[config.mk]
export PLATFORM = sky130hd
export DESIGN_NAME = pc_exc_unit
export DESIGN_NICKNAME = d
export VERILOG_FILES = /design/src/rtl/pc_exc_pkg.sv /design/src/rtl/pc_exc_unit_prio_enc.sv /design/src/rtl/pc_exc_unit.sv
export SDC_FILE = /design/constraint.sdc
export NUM_CORES = 1
export LEC_CHECK = 0
export ABC_AREA = 1
export BUFFER_PORTS_ARGS = -buffer_cell sky130_fd_sc_hd__buf_2
export CAP_MARGIN = 20
export CORE_MARGIN = 3
export CORE_UTILIZATION = 49
export CTS_BUF_LIST = sky130_fd_sc_hd__clkbuf_8 sky130_fd_sc_hd__clkbuf_16
export DETAILED_ROUTE_END_ITERATION = 16
export HOLD_SLACK_MARGIN = 0.03
export PLACE_DENSITY = 0.79
export RECOVER_POWER = 100
export REMOVE_ABC_BUFFERS = 1
export SETUP_SLACK_MARGIN = 0.15
export SLEW_MARGIN = 20
export SYNTH_ARGS = -nofsm -noshare
export SYNTH_HDL_FRONTEND = slang
export SYNTH_SLANG_ARGS = --single-unit
[constraint.sdc]
create_clock -name iClk -period 2 [get_ports iClk]
set_clock_uncertainty 0.1 [all_clocks]
set_input_delay 0 -clock iClk [delete_from_list [all_inputs] [get_ports iClk]]
set_output_delay 0 -clock iClk [all_outputs]
set_load 0.02 [all_outputs]
[src/rtl/pc_exc_pkg.sv]
// Shared next-PC select codes and default address constants for the PC/exception sequencer.
package pc_exc_pkg;

  localparam logic [2:0] PCSEL_PLUS4  = 3'd0;
  localparam logic [2:0] PCSEL_BRANCH = 3'd1;
  localparam logic [2:0] PCSEL_JUMP   = 3'd2;
  localparam logic [2:0] PCSEL_JR     = 3'd3;
  localparam logic [2:0] PCSEL_ERET   = 3'd4;

  localparam logic [31:0] DEF_RESET_PC   = 32'h0040_0000;
  localparam logic [31:0] DEF_VEC_BASE   = 32'h8000_0004;
  localparam logic [31:0] DEF_VEC_STRIDE = 32'd8;

  // Branch/jump targets inherit the current privilege bit so they cannot enter or leave kernel mode.
  function automatic logic [31:0] keep_priv(input logic [31:0] tgt, input logic priv);
    return {priv, tgt[30:0]};
  endfunction

endpackage

[src/rtl/pc_exc_unit_prio_enc.sv]
// Fixed-priority encoder: reports whether any request is set and the lowest set index.
module irq_prio_enc #(
  parameter int N  = 4,
  parameter int IW = (N > 1) ? $clog2(N) : 1
) (
  input  logic [N-1:0]  req_i,
  output logic          valid_o,
  output logic [IW-1:0] idx_o
);

  // Scan from the top down so the lowest set index is the last one written.
  always_comb begin
    valid_o = 1'b0;
    idx_o   = '0;
    for (int i = N - 1; i >= 0; i--) begin
      valid_o = valid_o | req_i[i];
      idx_o   = req_i[i] ? IW'(i) : idx_o;
    end
  end

endmodule

[src/rtl/pc_exc_unit.sv]
// Program counter with next-PC selection, edge-triggered masked interrupts, EPC and return-from-exception.
module pc_exc_unit
  import pc_exc_pkg::*;
#(
  parameter int          N_IRQ      = 4,
  parameter logic [31:0] RESET_PC   = DEF_RESET_PC,
  parameter logic [31:0] VEC_BASE   = DEF_VEC_BASE,
  parameter logic [31:0] VEC_STRIDE = DEF_VEC_STRIDE,
  localparam int         CW         = (N_IRQ > 1) ? $clog2(N_IRQ) : 1
) (
  input  logic             iClk,
  input  logic             iRst_n,
  input  logic             iStall,
  input  logic [2:0]       iPCSel,
  input  logic [31:0]      iBranchTgt,
  input  logic [31:0]      iJumpTgt,
  input  logic [31:0]      iJRTgt,
  input  logic [N_IRQ-1:0] iIrq,
  input  logic             iMaskWr,
  input  logic [N_IRQ-1:0] iMaskData,
  output logic [31:0]      oPC,
  output logic [31:0]      oPCNext,
  output logic             oTakeIrq,
  output logic [CW-1:0]    oCause,
  output logic [31:0]      oEPC,
  output logic             oKernel,
  output logic [N_IRQ-1:0] oMask,
  output logic [N_IRQ-1:0] oPending
);

  logic [31:0]      pc_q, pc_d;
  logic [31:0]      epc_q, epc_d;
  logic [CW-1:0]    cause_q, cause_d;
  logic [N_IRQ-1:0] mask_q, mask_d;
  logic [N_IRQ-1:0] pending_q, pending_d;
  logic [N_IRQ-1:0] irq_q;

  logic [N_IRQ-1:0] eligible_s;
  logic [N_IRQ-1:0] clr_s;
  logic             valid_s;
  logic [CW-1:0]    idx_s;
  logic             take_s;
  logic [31:0]      vector_s;
  logic [31:0]      pc_next_s;

  assign eligible_s = pending_q & mask_q;

  irq_prio_enc #(.N(N_IRQ), .IW(CW)) u_prio (
    .req_i   (eligible_s),
    .valid_o (valid_s),
    .idx_o   (idx_s)
  );

  // No nesting: a channel is only taken from user mode on a non-stalled cycle.
  assign take_s   = ~pc_q[31] & ~iStall & valid_s;
  assign vector_s = VEC_BASE + ({{(32 - CW){1'b0}}, idx_s} * VEC_STRIDE);
  assign clr_s    = take_s ? (N_IRQ'(1) << idx_s) : '0;

  // Next-PC mux; a taken interrupt overrides the decoded select.
  always_comb begin
    pc_next_s = pc_q + 32'd4;
    if (take_s) begin
      pc_next_s = vector_s;
    end else begin
      case (iPCSel)
        PCSEL_PLUS4:  pc_next_s = pc_q + 32'd4;
        PCSEL_BRANCH: pc_next_s = keep_priv(iBranchTgt, pc_q[31]);
        PCSEL_JUMP:   pc_next_s = keep_priv(iJumpTgt, pc_q[31]);
        PCSEL_JR:     pc_next_s = iJRTgt;
        PCSEL_ERET:   pc_next_s = epc_q;
        default:      pc_next_s = pc_q + 32'd4;
      endcase
    end
  end

  // Next-state for architectural registers; a new edge beats the take-clear on pending.
  always_comb begin
    pc_d      = iStall ? pc_q : pc_next_s;
    epc_d     = take_s ? pc_q : epc_q;
    cause_d   = take_s ? idx_s : cause_q;
    mask_d    = iMaskWr ? iMaskData : mask_q;
    pending_d = (pending_q & ~clr_s) | (iIrq & ~irq_q);
  end

  // State registers with asynchronous active-low reset.
  always_ff @(posedge iClk or negedge iRst_n) begin
    if (!iRst_n) begin
      pc_q      <= RESET_PC;
      epc_q     <= 32'h0000_0000;
      cause_q   <= '0;
      mask_q    <= '1;
      pending_q <= '0;
      irq_q     <= '0;
    end else begin
      pc_q      <= pc_d;
      epc_q     <= epc_d;
      cause_q   <= cause_d;
      mask_q    <= mask_d;
      pending_q <= pending_d;
      irq_q     <= iIrq;
    end
  end

  assign oPC      = pc_q;
  assign oPCNext  = pc_next_s;
  assign oTakeIrq = take_s;
  assign oCause   = cause_q;
  assign oEPC     = epc_q;
  assign oKernel  = pc_q[31];
  assign oMask    = mask_q;
  assign oPending = pending_q;

endmodule

* Word-level counts from Yosys, hierarchy flattened *
Index checks and enable logic that the tools add are counted.

word-level totals
  bits in registers = 78
  bits in latches = 0
  RAM bits = 0
  ROM bits = 0
  output and inout port bits = 108
  memories kept = 0

operators by class
  $add $sub $neg = 2
  multiply operators = 0
  div/mod/pow operators = 0
  order comparisons = 0
  eq/ne operators = 4
  shifts and indexed selects = 1
  mux-type cells = 7
  bitwise gates (word level) = 13
  reduce and logical (&&, ||, !) cells = 0

operator list
  operator                                         count
  case mux 32 bit (4 select lines)                 1
  adder 32 x 3 -> 32 bit, second input constant    1
  adder 32 x 5 -> 32 bit, first input constant     1
  two-way mux 32 bit                               1
  bitwise AND 4 bit                                3
  two-way mux 2 bit                                4
  NOT 4 bit                                        2
  == test 3 x 2 -> 1 bit, second input constant    2
  two-way mux 4 bit                                1
  bitwise OR 4 bit                                 1
  << shifter 1 x 2 -> 4 bit, first input constant  1
  == test 3 x 1 -> 1 bit, second input constant    1
  == test 3 bit, second input constant             1
  bitwise OR 1 bit                                 3
  bitwise AND 1 bit                                2
  NOT 1 bit                                        2

* Logic depth before layout (Yosys ltp) *
  depth in word-level cells = 10
  gate-level depth with buffers = 12

* Hierarchy *
A second synthesis with hierarchy kept.

unflattened totals
  cells, all modules = 843
  area, all modules = 5,258.8 um^2

by module, submodules not included
  module        instances  cells an instance  area each (um^2)  seq. area each (um^2)
  pc_exc_unit   1          835                5,222.5           1,958.1
  irq_prio_enc  1          8                  36.3              0.0

* Least setup slack after synthesis *
No wires, ideal clock.

  kind = register to output
  from = reg pc_q[3], in the netlist oPC[3]
  to = out oPCNext[18]
  arrival time = 1,736 ps
  setup slack = 164 ps
  cell stages (with the launch flop) = 10
  buffers on the path = 0
  cell sequence = dfrtp_1 -> ha_1 -> nand3_1 -> inv_1 -> nand2_1 -> nor2_1 -> nand2_1 -> nand3_1 -> nand2_1 -> nor2_1

between the ends
  longest elaborated chain between the ends = 3

ends and longest elaborated chain
  element                           line                                  text
  from (decl)                       pc_exc_unit.sv:31                     logic [31:0] pc_q, pc_d;
  from (signal assigned)            pc_exc_unit.sv:95                     pc_q <= pc_d;
  adder 32 x 3 -> 32 bit            pc_exc_unit.sv:66, pc_exc_unit.sv:71
  case mux 32 bit (4 select lines)  pc_exc_unit.sv:65                     case (iPCSel)
  two-way mux 32 bit                pc_exc_unit.sv:62                     if (take_s) begin
  to (decl)                         pc_exc_unit.sv:22                     output logic [31:0] oPCNext,

No other way between the ends.

* Worst setup path after layout *
  from = reg mask_q[0], in the netlist oMask[0]
  to = out oPCNext[6]

between the ends
  longest elaborated chain between the ends = 4
  elaborated cells between the ends (all ways) = 6

ends and longest elaborated chain
  element                                                             line                                                    text
  from (decl)                                                         pc_exc_unit.sv:34                                       logic [N_IRQ-1:0] mask_q, mask_d;
  from (signal assigned)                                              pc_exc_unit.sv:98                                       mask_q <= mask_d;
  bitwise AND 4 bit (*)                                               pc_exc_unit.sv:46                                       assign eligible_s = pending_q & mask_q;
  two-way mux 2 bit / bitwise OR 1 bit (equally long branches)        pc_exc_unit_prio_enc.sv:17, pc_exc_unit_prio_enc.sv:16
  adder 32 x 5 -> 32 bit / bitwise AND 1 bit (equally long branches)  pc_exc_unit.sv:56, pc_exc_unit.sv:55
  two-way mux 32 bit (*)                                              pc_exc_unit.sv:62

Every way passes the cells marked *; elsewhere a longest branch is shown, timed or not.

==> results.json <==
{
  "tightest_slew_ns": 0.965,
  "yosys.area_share.simple_pct": 45.4,
  "ant_nets": 0,
  "yosys_warnings": 0,
  "peakVddDrop_uv": 584,
  "num-nets-final": 1263,
  "rows": 37,
  "cts_root_buf": "clkbuf_8",
  "violations": "setup timing",
  "synth_xor_area_share_pct": 0.334,
  "n_antenna_cell": 0,
  "cts_sinks": 78,
  "syn_to_final_growth_pct": 54.8,
  "worstPathArrival_ns": 1.96,
  "clk_path_buf_depth": 2,
  "initial_core_util_pct": 50.6,
  "stdcell_area_mm2": 0.00813,
  "setup.worst_path.end_class": "primary output",
  "ys_seq_area_share_pct": 37.3,
  "yosys-top-cells-area": "dfrtp_1, nand2_1, nand3_1",
  "grt_usage_pct": 32.1,
  "rsz0062_at_grt": "yes",
  "die-height_um": 110,
  "fin_ws_ns": -0.0623,
  "synth-edff-count": 0,
  "vias": 6795,
  "r2r_start": "oMask[0]",
  "synth-main-ff-cell": "dfrtp_1",
  "synth_adder_area_share_pct": 0.238,
  "avgViaCountPerCell": 5.26,
  "clock_latency_ns": 0.36,
  "fmax_ghz": 0.485,
  "ioPinCount": 219,
  "cts_buffers": 9,
  "max_cap_viol_count": 0,
  "critPathMaxFanout": 7,
  "yosys.area.top_type": "dfrtp_1",
  "antenna_found_initial": 0,
  "p_per_area_mw_per_mm2": 943,
  "grt_start_max_net_pins": 43,
  "hold_viol_final": 0,
  "synth_top_area_share_pct": 34.8,
  "muxShareOfSynthArea_pct": 0.429,
  "first_global_vias": 6197,
  "final.min_clock_period_ns": 2.06,
  "wl_um": 20900,
  "setup_viol": 18,
  "grt_pass1_wl_um": 30100,
  "post_layout_nonfiller_instances": 1292,
  "path_clk_slew_ns": 0.10,
  "syn-mean-instance-area_um2": 6.16,
  "slew_headroom_pct": 35.7,
  "synth_top_family_by_area": "simple AND/OR/NAND/NOR gates",
  "fin_util_pct": 78.4,
  "first_iter_violations": 440,
  "firstDrtPassIters": 5,
  "worstPathRequired_ns": 1.90,
  "start_kind": "flip-flop",
  "ys_ff_latch": 78,
  "htree_levels": 3,
  "report.final.slew_viol_count": 0,
  "port_buffers": 216,
  "routedWlPerCell_um": 16.2,
  "r2r_cells": 10,
  "period_share_pct": 103,
  "place_area_mm2": 0.00653,
  "cts_tree": "yes",
  "synth_async_sr_flop_share_pct": 100,
  "outcome": "complete, but fails checks",
  "leakagePower_nw": 4.13,
  "synth_compound_area_share_pct": 7.48,
  "gp_congestion": 0.933,
  "hp-class": "in -> reg",
  "dpl.cell_count": 1191,
  "layout-drive-gt1-share_pct": 31.5,
  "whs_path_depth": 7,
  "syn_area_mm2": 0.00525,
  "fp.coreArea_mm2": 0.0104,
  "hold_start": "iBranchTgt[22]",
  "timing.hold.ws_ns": 0.0299,
  "crit_type": "reg -> out",
  "worstSetupStartpoint": "oMask[0]",
  "die-area_mm2": 0.0120,
  "dp_hpwl_um": 12600,
  "synth_cells": 852,
  "grt_overflow_total": 0,
  "synth_cell_types": 32,
  "fp.dieW_um": 110,
  "drc": 0
}
==> critical path, stage by stage (launching register included) <==
cell and delay [ns]:
dfstp_2 0.57, nand2_1 0.08, nand2_2 0.09, nor2_4 0.05
nor2_4 0.19, buf_4 0.16, inv_4 0.05, buf_12 0.14
nand2_4 0.06, a21oi_2 0.04, buf_4 0.17
==> stage by stage <==
stage	TNS [ns]	power, mW	setup slack (ns)
after floorplan	-18.37	4.08	-0.612
after global placement	0	5.23	0.123
after detailed placement	0	5.27	0.0536
after CTS	-0.0265	7.34	-0.0108
after global routing	-2.56	8.07	-0.178
final	-0.531	7.66	-0.0623
==> routing by layer <==
metal,wire (um),up-vias,GRT usage [%],part of all wire (%)
met5,0,-,0,0
li1,-,3252,-,-
met3,2100,59,8.04,10
met1,7830,3113,38.8,37
met4,621,0,10.4,3.0
met2,10400,371,56.1,50
==> report_power, final <==
part	switching, mW	total (mW)	internal, mW
combinational	2.25	3.67	1.42
sequential	0.453	2.46	2.00
clock	0.640	1.54	0.898
total	3.34	7.66	4.32
==> worst paths after layout <==
| kind | slack, ns | to |
|---|---|---|
| min in group asynchronous | 0.22 | oEPC[14] |
| hold reg to reg | 0.33 | oPending[3] |
| setup / recovery | -0.06 | oPCNext[6] |
| hold / removal | 0.03 | oPC[22] |
| max in group asynchronous | 0.30 | oPC[5] |
| setup reg to reg | 0.02 | oEPC[3] |
==> what timing repair did <==
action                                  in CTS  in global routing
endpoints found under the hold margin      100                  0
resized for setup                          130                 79
buffers inserted                            28                 21
pin swaps                                   22                 26
cloned                                       3                  1
endpoints found under the setup margin      36                 74
hold buffers                                32                  0
==> logic make-up (layout without fill, tap and decap cells) <==
| kind of cell | after synthesis | in the layout |
|---|---|---|
| buf+inv | 108 | 412 |
| compound gates | 74 | 74 |
| flops | 78 | 78 |
| mux | 2 | 2 |
| simple gates | 587 | 587 |
| fa+ha+maj | 1 | 1 |
| xor+xnor | 2 | 2 |
==> final cells by class <==
cell class	count	area [um^2]
clock inverter	5	105
multi-input combinational	666	3260
inverter	73	282
timing repair buffer	323	2190
sequential	78	1970
fill	763	2240
tap	136	170
clock buffer	11	151
==> registers in the layout (all words and copies together) (netlist names) <==
name      flops
oPending      4
oPC          32
oEPC         32
oCause        2
oMask         4
irq_q         4
==> cell usage after synthesis, types with 2 or more instances <==
master and instances:
nand4_1 7, nand2_2 2, a21oi_1 5, a21oi_2 2
buf_4 6, nand3_1 78, nor2_1 102, buf_2 16
o21ai_0 42, inv_2 6, clkbuf_1 8, dfrtp_1 73
mux2_2 2, buf_1 2, nor2_2 2, inv_1 67
xor2_1 2, nand2_1 381, nor3_1 3, o21ai_1 22
buf_6 2, nor2_4 3, and2_1 6, dfstp_2 5
==> placed cells by master, fill, tap and decap left out, types with 3 or more instances in the layout <==
| cell | synthesis | routed |
|---|---|---|
| a21oi_1 | 5 | 3 |
| a21oi_2 | 2 | 4 |
| and2_1 | 6 | 3 |
| and2_4 | 0 | 3 |
| buf_12 | 0 | 4 |
| buf_2 | 16 | 127 |
| buf_4 | 6 | 70 |
| buf_6 | 2 | 21 |
| bufinv_16 | 0 | 3 |
| clkbuf_1 | 8 | 61 |
| clkbuf_8 | 0 | 11 |
| dfrtp_1 | 73 | 63 |
| dfrtp_2 | 0 | 10 |
| dfstp_2 | 5 | 5 |
| dlygate4sd3_1 | 0 | 32 |
| inv_1 | 67 | 62 |
| inv_2 | 6 | 8 |
| inv_4 | 0 | 3 |
| nand2_1 | 381 | 356 |
| nand2_2 | 2 | 17 |
| nand2_4 | 0 | 9 |
| nand3_1 | 78 | 70 |
| nand3_2 | 1 | 7 |
| nand4_1 | 7 | 7 |
| nor2_1 | 102 | 69 |
| nor2_2 | 2 | 13 |
| nor2_4 | 3 | 25 |
| o21ai_0 | 42 | 25 |
| o21ai_1 | 22 | 34 |
| o21ai_2 | 0 | 4 |
(Power assumes the default switching activity.)
